`src/rtl/ship_motion_pkg.sv`:
```
// Shared definitions for the ship motion block: FSM encodings, heading table
// and the default screen/sprite geometry.
package ship_motion_pkg;

  localparam logic [1:0] S_IDLE   = 2'd0;
  localparam logic [1:0] S_UPDATE = 2'd1;
  localparam logic [1:0] S_ISSUE  = 2'd2;
  localparam logic [1:0] S_DRAW   = 2'd3;

  localparam int SPRITE_SIZE  = 32;
  localparam int SCREEN_W_DEF = 320;
  localparam int SCREEN_H_DEF = 240;
  localparam logic [4:0] HEADING_MAX = 5'd23;

  // Direction code {xs, xm[1:0], ys, ym[1:0]}; idx 0 points straight up, steps go clockwise.
  function automatic logic [5:0] heading_lut(input logic [4:0] idx);
    logic [5:0] d;
    case (idx)
      5'd0:  d = 6'b000111;
      5'd1:  d = 6'b001111;
      5'd2:  d = 6'b001110;
      5'd3:  d = 6'b001101;
      5'd4:  d = 6'b010101;
      5'd5:  d = 6'b011101;
      5'd6:  d = 6'b011100;
      5'd7:  d = 6'b011001;
      5'd8:  d = 6'b010001;
      5'd9:  d = 6'b001001;
      5'd10: d = 6'b001010;
      5'd11: d = 6'b001011;
      5'd12: d = 6'b000011;
      5'd13: d = 6'b101011;
      5'd14: d = 6'b101010;
      5'd15: d = 6'b101001;
      5'd16: d = 6'b110001;
      5'd17: d = 6'b111001;
      5'd18: d = 6'b111000;
      5'd19: d = 6'b111101;
      5'd20: d = 6'b110101;
      5'd21: d = 6'b101101;
      5'd22: d = 6'b101110;
      5'd23: d = 6'b101111;
      default: d = 6'b000111;
    endcase
    return d;
  endfunction

endpackage

```
`src/rtl/ship_motion_screen_wrap.sv`:
```
// Adds a small signed step to a screen coordinate and wraps it into 0..MOD-1.
module ship_motion_screen_wrap #(
  parameter int MOD = 320
) (
  input  logic              [9:0] pos,
  input  logic signed       [2:0] delta,
  output logic              [9:0] wrapped
);

  localparam logic signed [10:0] MOD_S = 11'(MOD);

  logic signed [10:0] sum;

  // A step never exceeds one modulus, so a single add or subtract is exact.
  always_comb begin
    sum = $signed({1'b0, pos}) + 11'(delta);
    if (sum < 0)
      wrapped = 10'(sum + MOD_S);
    else if (sum >= MOD_S)
      wrapped = 10'(sum - MOD_S);
    else
      wrapped = sum[9:0];
  end

endmodule

```
`src/rtl/ship_motion.sv`:
```
// Per-frame ship heading/position update with a plot strobe and a busy window
// covering the sprite draw.
module ship_motion
  import ship_motion_pkg::*;
#(
  parameter int SCREEN_W    = SCREEN_W_DEF,
  parameter int SCREEN_H    = SCREEN_H_DEF,
  parameter int X_INIT      = 144,
  parameter int Y_INIT      = 104,
  parameter int ROT_DIV     = 4,
  parameter int DRAW_CYCLES = SPRITE_SIZE * SPRITE_SIZE + 6
) (
  input  logic       clk,
  input  logic       reset_n,
  input  logic       frame_tick,
  input  logic       rot_left,
  input  logic       rot_right,
  input  logic       thrust,
  output logic [9:0] x_pos,
  output logic [9:0] y_pos,
  output logic [5:0] direction,
  output logic       plot,
  output logic       busy,
  output logic       overrun
);

  localparam int CNT_W = $clog2(DRAW_CYCLES + 1);
  localparam int RC_W  = (ROT_DIV > 1) ? $clog2(ROT_DIV) : 1;

  logic [1:0]        state;
  logic              tick_p0;
  logic [4:0]        idx, idx_nxt;
  logic [RC_W-1:0]   rot_cnt, rot_cnt_nxt;
  logic [CNT_W-1:0]  draw_cnt;
  logic [5:0]        dir_nxt;
  logic signed [2:0] dx, dy;
  logic [9:0]        x_wrap, y_wrap;

  // Heading step and the translation it implies; only committed in UPDATE.
  always_comb begin
    idx_nxt     = idx;
    rot_cnt_nxt = '0;
    if (rot_left ^ rot_right) begin
      if (rot_cnt == RC_W'(ROT_DIV - 1)) begin
        if (rot_left)
          idx_nxt = (idx == 5'd0) ? HEADING_MAX : idx - 5'd1;
        else
          idx_nxt = (idx == HEADING_MAX) ? 5'd0 : idx + 5'd1;
      end else begin
        rot_cnt_nxt = rot_cnt + 1'b1;
      end
    end
    dir_nxt = heading_lut(idx_nxt);
    dx = '0;
    dy = '0;
    if (thrust) begin
      dx = dir_nxt[5] ? -$signed({1'b0, dir_nxt[4:3]}) : $signed({1'b0, dir_nxt[4:3]});
      dy = dir_nxt[2] ? -$signed({1'b0, dir_nxt[1:0]}) : $signed({1'b0, dir_nxt[1:0]});
    end
  end

  ship_motion_screen_wrap #(.MOD(SCREEN_W)) u_wrap_x (
    .pos     (x_pos),
    .delta   (dx),
    .wrapped (x_wrap)
  );

  ship_motion_screen_wrap #(.MOD(SCREEN_H)) u_wrap_y (
    .pos     (y_pos),
    .delta   (dy),
    .wrapped (y_wrap)
  );

  // frame_tick is registered once, so UPDATE starts two cycles after the pulse.
  always_ff @(posedge clk or negedge reset_n) begin
    if (!reset_n) begin
      state     <= S_IDLE;
      tick_p0   <= 1'b0;
      idx       <= 5'd0;
      rot_cnt   <= '0;
      draw_cnt  <= '0;
      direction <= 6'b000111;
      x_pos     <= 10'(X_INIT);
      y_pos     <= 10'(Y_INIT);
      overrun   <= 1'b0;
    end else begin
      tick_p0 <= frame_tick;
      overrun <= tick_p0 && (state != S_IDLE);
      case (state)
        S_IDLE: if (tick_p0) state <= S_UPDATE;
        S_UPDATE: begin
          idx       <= idx_nxt;
          rot_cnt   <= rot_cnt_nxt;
          direction <= dir_nxt;
          x_pos     <= x_wrap;
          y_pos     <= y_wrap;
          state     <= S_ISSUE;
        end
        S_ISSUE: begin
          draw_cnt <= CNT_W'(DRAW_CYCLES - 1);
          state    <= S_DRAW;
        end
        default: begin
          if (draw_cnt == '0) state <= S_IDLE;
          else draw_cnt <= draw_cnt - 1'b1;
        end
      endcase
    end
  end

  assign plot = (state == S_ISSUE);
  assign busy = (state != S_IDLE);

endmodule

```
`config.mk`:
```
export PLATFORM = sky130hd
export DESIGN_NAME = ship_motion
export DESIGN_NICKNAME = d
export VERILOG_FILES = /design/src/rtl/ship_motion_pkg.sv /design/src/rtl/ship_motion_screen_wrap.sv /design/src/rtl/ship_motion.sv
export SDC_FILE = /design/constraint.sdc
export NUM_CORES = 1
export LEC_CHECK = 0
export CELL_PAD_IN_SITES_DETAIL_PLACEMENT = 0
export CELL_PAD_IN_SITES_GLOBAL_PLACEMENT = 2
export CORE_MARGIN = 4
export CORE_UTILIZATION = 30
export DETAILED_ROUTE_END_ITERATION = 7
export PLACE_DENSITY_LB_ADDON = 0.08
export SYNTH_ARGS = -nofsm -noshare
export SYNTH_HDL_FRONTEND = slang
export SYNTH_SLANG_ARGS = --single-unit
```
`constraint.sdc`:
```
create_clock -name clk -period 6.2 [get_ports clk]
set_input_delay 1.24 -clock clk [delete_from_list [all_inputs] [get_ports clk]]
set_output_delay 1.24 -clock clk [all_outputs]
set_load 0.02 [all_outputs]
```
==> metrics.md <==
| Metric | Value |
|---|---|
| Register Area | 1210 um2 |
| Reg2reg path depth | 24 |
| Worst-margin pin slew | 666 ps |
| Final WL | 11600 um |
| Layout area overhead | 33.4% |
| Starting Density | 30.9% |
| Synthesized instance count | 479 |
| Gr ovfl total | 0 |
| Launch point of the worst path | rot_left |
| Element type at the critical path start | input port |
| WL per Instance | 15.0 um |
| Yosys top cell by area | dfrtp_1 |
| Row count | 42 |
| CORE AREA | 13400 um2 |
| Most frequent cell after synthesis | dfrtp_1 |
| Area of the multi-input gates | 2780 um2 |
| CTS tree | yes |
| CTS Root Cell | clkbuf_16 |
| Syn Nets | 519 |
| CP endpoint kind | flip-flop |
| Critical path depth in cells | 23 |
| Async S/R FF share, synth | 100% |
| Post-route DRC | 0 |
| Worst setup path endpoint | x_pos[8] |
| Setup TNS | 0 ps |
| Final Setup Violations | 0 |
| Worst-Skew Late Latency | 310 ps |
| Initial antenna violation count | 0 |
| Vias per std cell | 5.16 |
| Avg Inst Size Synth | 8.66 um2 |
| Cts hold-fix bufs | 0 |
| Final Max Tran Viols | 0 |
| Die height | 126 um |
| Clock Sinks | 48 |
| Via Count | 3997 |
| Fin. Hold Viols | 0 |
| Fraction of the yosys area taken by sequential cells | 29.2% |
| Tmin final | 5870 ps |
| Synth cell types | 80 |
| CP cell instances | clkdlybuf4s15_1, inv_1, o311ai_2, nor4_4, or4_4, a21boi_1, and2_1, ha_1, inv_1, fa_1, nor2b_1, o2111a_1, nor3_1, xnor2_1, ha_1, nand2_1, or4_1, nor4b_2, buf_4, a211oi_1, nor3_2, mux2i_1, a211o_1 |
| Cts bufs inserted | 5 |
| Period utilization | 94.7% |
| PortBufs | 34 |
| Critical Path Slowest Stage Cell | or4_4 |
| Routability-driven placement congestion ratio | 0.825 |
| CP top delay family | simple AND/OR/NAND/NOR gates |
| Critical register-to-register path endpoint | x_pos[8] |
| Total Routing Usage GR | 14.8% |
| R2R setup slack | 590 ps |
| CP Data Arrival Time | 6060 ps |
| CTS Buffer Depth | 2 |
| R2R Path Start | idx[1] |
| Layout cells sized above 1 | 24.9% |
| Final #Nets | 637 |
| Finished Layout Cells | 774 |
| Worst min-delay path class | flip-flop to flip-flop |
| First-pass GRT wire length | 19400 um |
| Mapped cell area | 4150 um2 |
| Pleak | 2.46 nW |
| Fin Clk Skew | 14.3 ps |
| Top cell type's share of synthesized area | 24.1% |
| Critical path fanouts, max | 6 |
| Antenna diode count | 0 |
| H-tree depth | 2 |
| Largest net degree at the start of global routing | 49 |
| Slowest stage delay, CP | 530 ps |
| Post-synthesis register bit count | 48 |
| Fillers | 1370 |
| DIE AREA | 15800 um2 |
| Max Cap Viol | 0 |
| Max_slew headroom | 55.5% |
| F_max | 0.170 GHz |
| Dpl cells | 763 |
| IO Pins | 35 |
| Status | complete, no violations |
| Reg clk slew, reported paths | 70 ps |
| Setup Crit Path Kind | input port to flip-flop |
| Post-synth EDFFs | 0 |
| Vias in the first global route | 3916 |
| Synth area leaders | dfrtp_1 24%, ha_1 9.7%, dfstp_2 5.1% |
| 1st-iter DRT viols | 256 |
| Warnings from Yosys | 0 |
| DP HPWL | 8830 um |
| Drt pass-1 iters | 4 |
| Worst min-delay path startpoint | direction[2] |
| Final ANT Viol Nets | 0 |
| Top cells by count, synth | 40 x dfrtp_1, 37 x nor2_1, 35 x nand2_1 |
| Die X | 126 um |
| Power density over the cells | 535 nW/um2 |
| Peak supply drop | 0.436 mV |
| CP bufs+invs | 4 |
| Req. time, crit path | 6390 ps |
| Dominant synthesized flop cell | dfrtp_1 |
## registers in the layout (all words and copies together) (netlist names)
signal / count
y_pos: 10
draw_cnt: 11
state: 2
overrun: 1
idx: 5
tick_p0: 1
rot_cnt: 2
direction: 6
x_pos: 10
## through the flow
step / utilization [%] / power, mW / setup WS, ps / hold WS (ps) / instance area, um2
floorplan: - / 1.84 / 141 / 488 / 4150
global placement: 39.7 / 2.65 / -185 / 464 / 5320
detailed placement: 39.7 / 2.66 / -305 / 466 / 5320
CTS: 40.8 / 2.98 / 64.5 / 477 / 5470
global route: 41.3 / 3.23 / -36.7 / 506 / 5530
finish: 41.3 / 2.96 / 330 / 470 / 5530
## metal layers
layer | wire (um) | global-route usage, % | vias to the layer above
met5 | 0 | 0 | -
met4 | 112 | 3.25 | 0
met3 | 251 | 2.43 | 6
met2 | 5340 | 24.4 | 45
met1 | 5910 | 20.6 | 1925
li1 | - | - | 2021
## worst min-delay path by stage
stage                    to  cells past startpoint
2_1_floorplan       overrun                      1
3_3_place_gp   direction[4]                      1
3_5_place_dp   direction[4]                      1
4_1_cts        direction[2]                      2
5_1_grt        direction[2]                      2
6_report       direction[2]                      2
## where the power goes
group | switching, mW | internal, mW
Sequential | 0.133 | 0.468
Clock | 0.132 | 0.161
Combinational | 1.07 | 0.989
Total | 1.34 | 1.62
## worst register-to-register path, delay by kind of cell, from the launching register on
kind / cells / cell delay, ps
buffers and inverters: 3 / 320
xor gates and xnor gates: 1 / 220
DFF: 1 / 460
muxes: 1 / 90
AOI/OAI and AO/OA: 5 / 1070
and+or+nand+nor: 10 / 2380
adders and majority gates: 4 / 950
## cell type report
| cell class | instances | share of cell area (%) |
|---|---|---|
| flip-flops and latches | 48 | 21.9 |
| well taps | 176 | 3.98 |
| clock inverters | 2 | 0.271 |
| clock buffers | 6 | 2.51 |
| multi-input cells | 384 | 50.3 |
| inverters | 28 | 1.90 |
| repair buffers | 130 | 19.1 |
## cell usage in the layout, fill, tap and decap left out, types with 16 or more instances in the layout
cell type,instances
inv_1,28
nor2_1,37
nand3_1,16
ha_1,31
xnor2_1,19
buf_4,96
nand2_1,35
o21ai_0,25
dfrtp_1,40
a21oi_1,31
clkdlybuf4s50_1,31
## cells by family (layout without fill, tap and decap cells)
| family | Yosys count | in the layout | synth area share [%] |
|---|---|---|---|
| AO/OA/AOI/OAI | 143 | 143 | 24.3 |
| XOR/XNOR | 27 | 27 | 5.88 |
| adder cells (fa/ha/maj) | 34 | 34 | 10.6 |
| buffers and inverters | 47 | 166 | 4.53 |
| flip-flops | 48 | 48 | 29.2 |
| multiplexers | 16 | 16 | 4.22 |
| AND/OR/NAND/NOR | 164 | 164 | 21.3 |
## what timing repair did
item                                    4_1_cts  5_1_grt
pin swaps                                     0        5
cloned                                        0        0
resized for setup                             1       11
endpoints found under the setup margin        2        7
setup buffers                                 0        3
(Power assumes the default switching activity.)
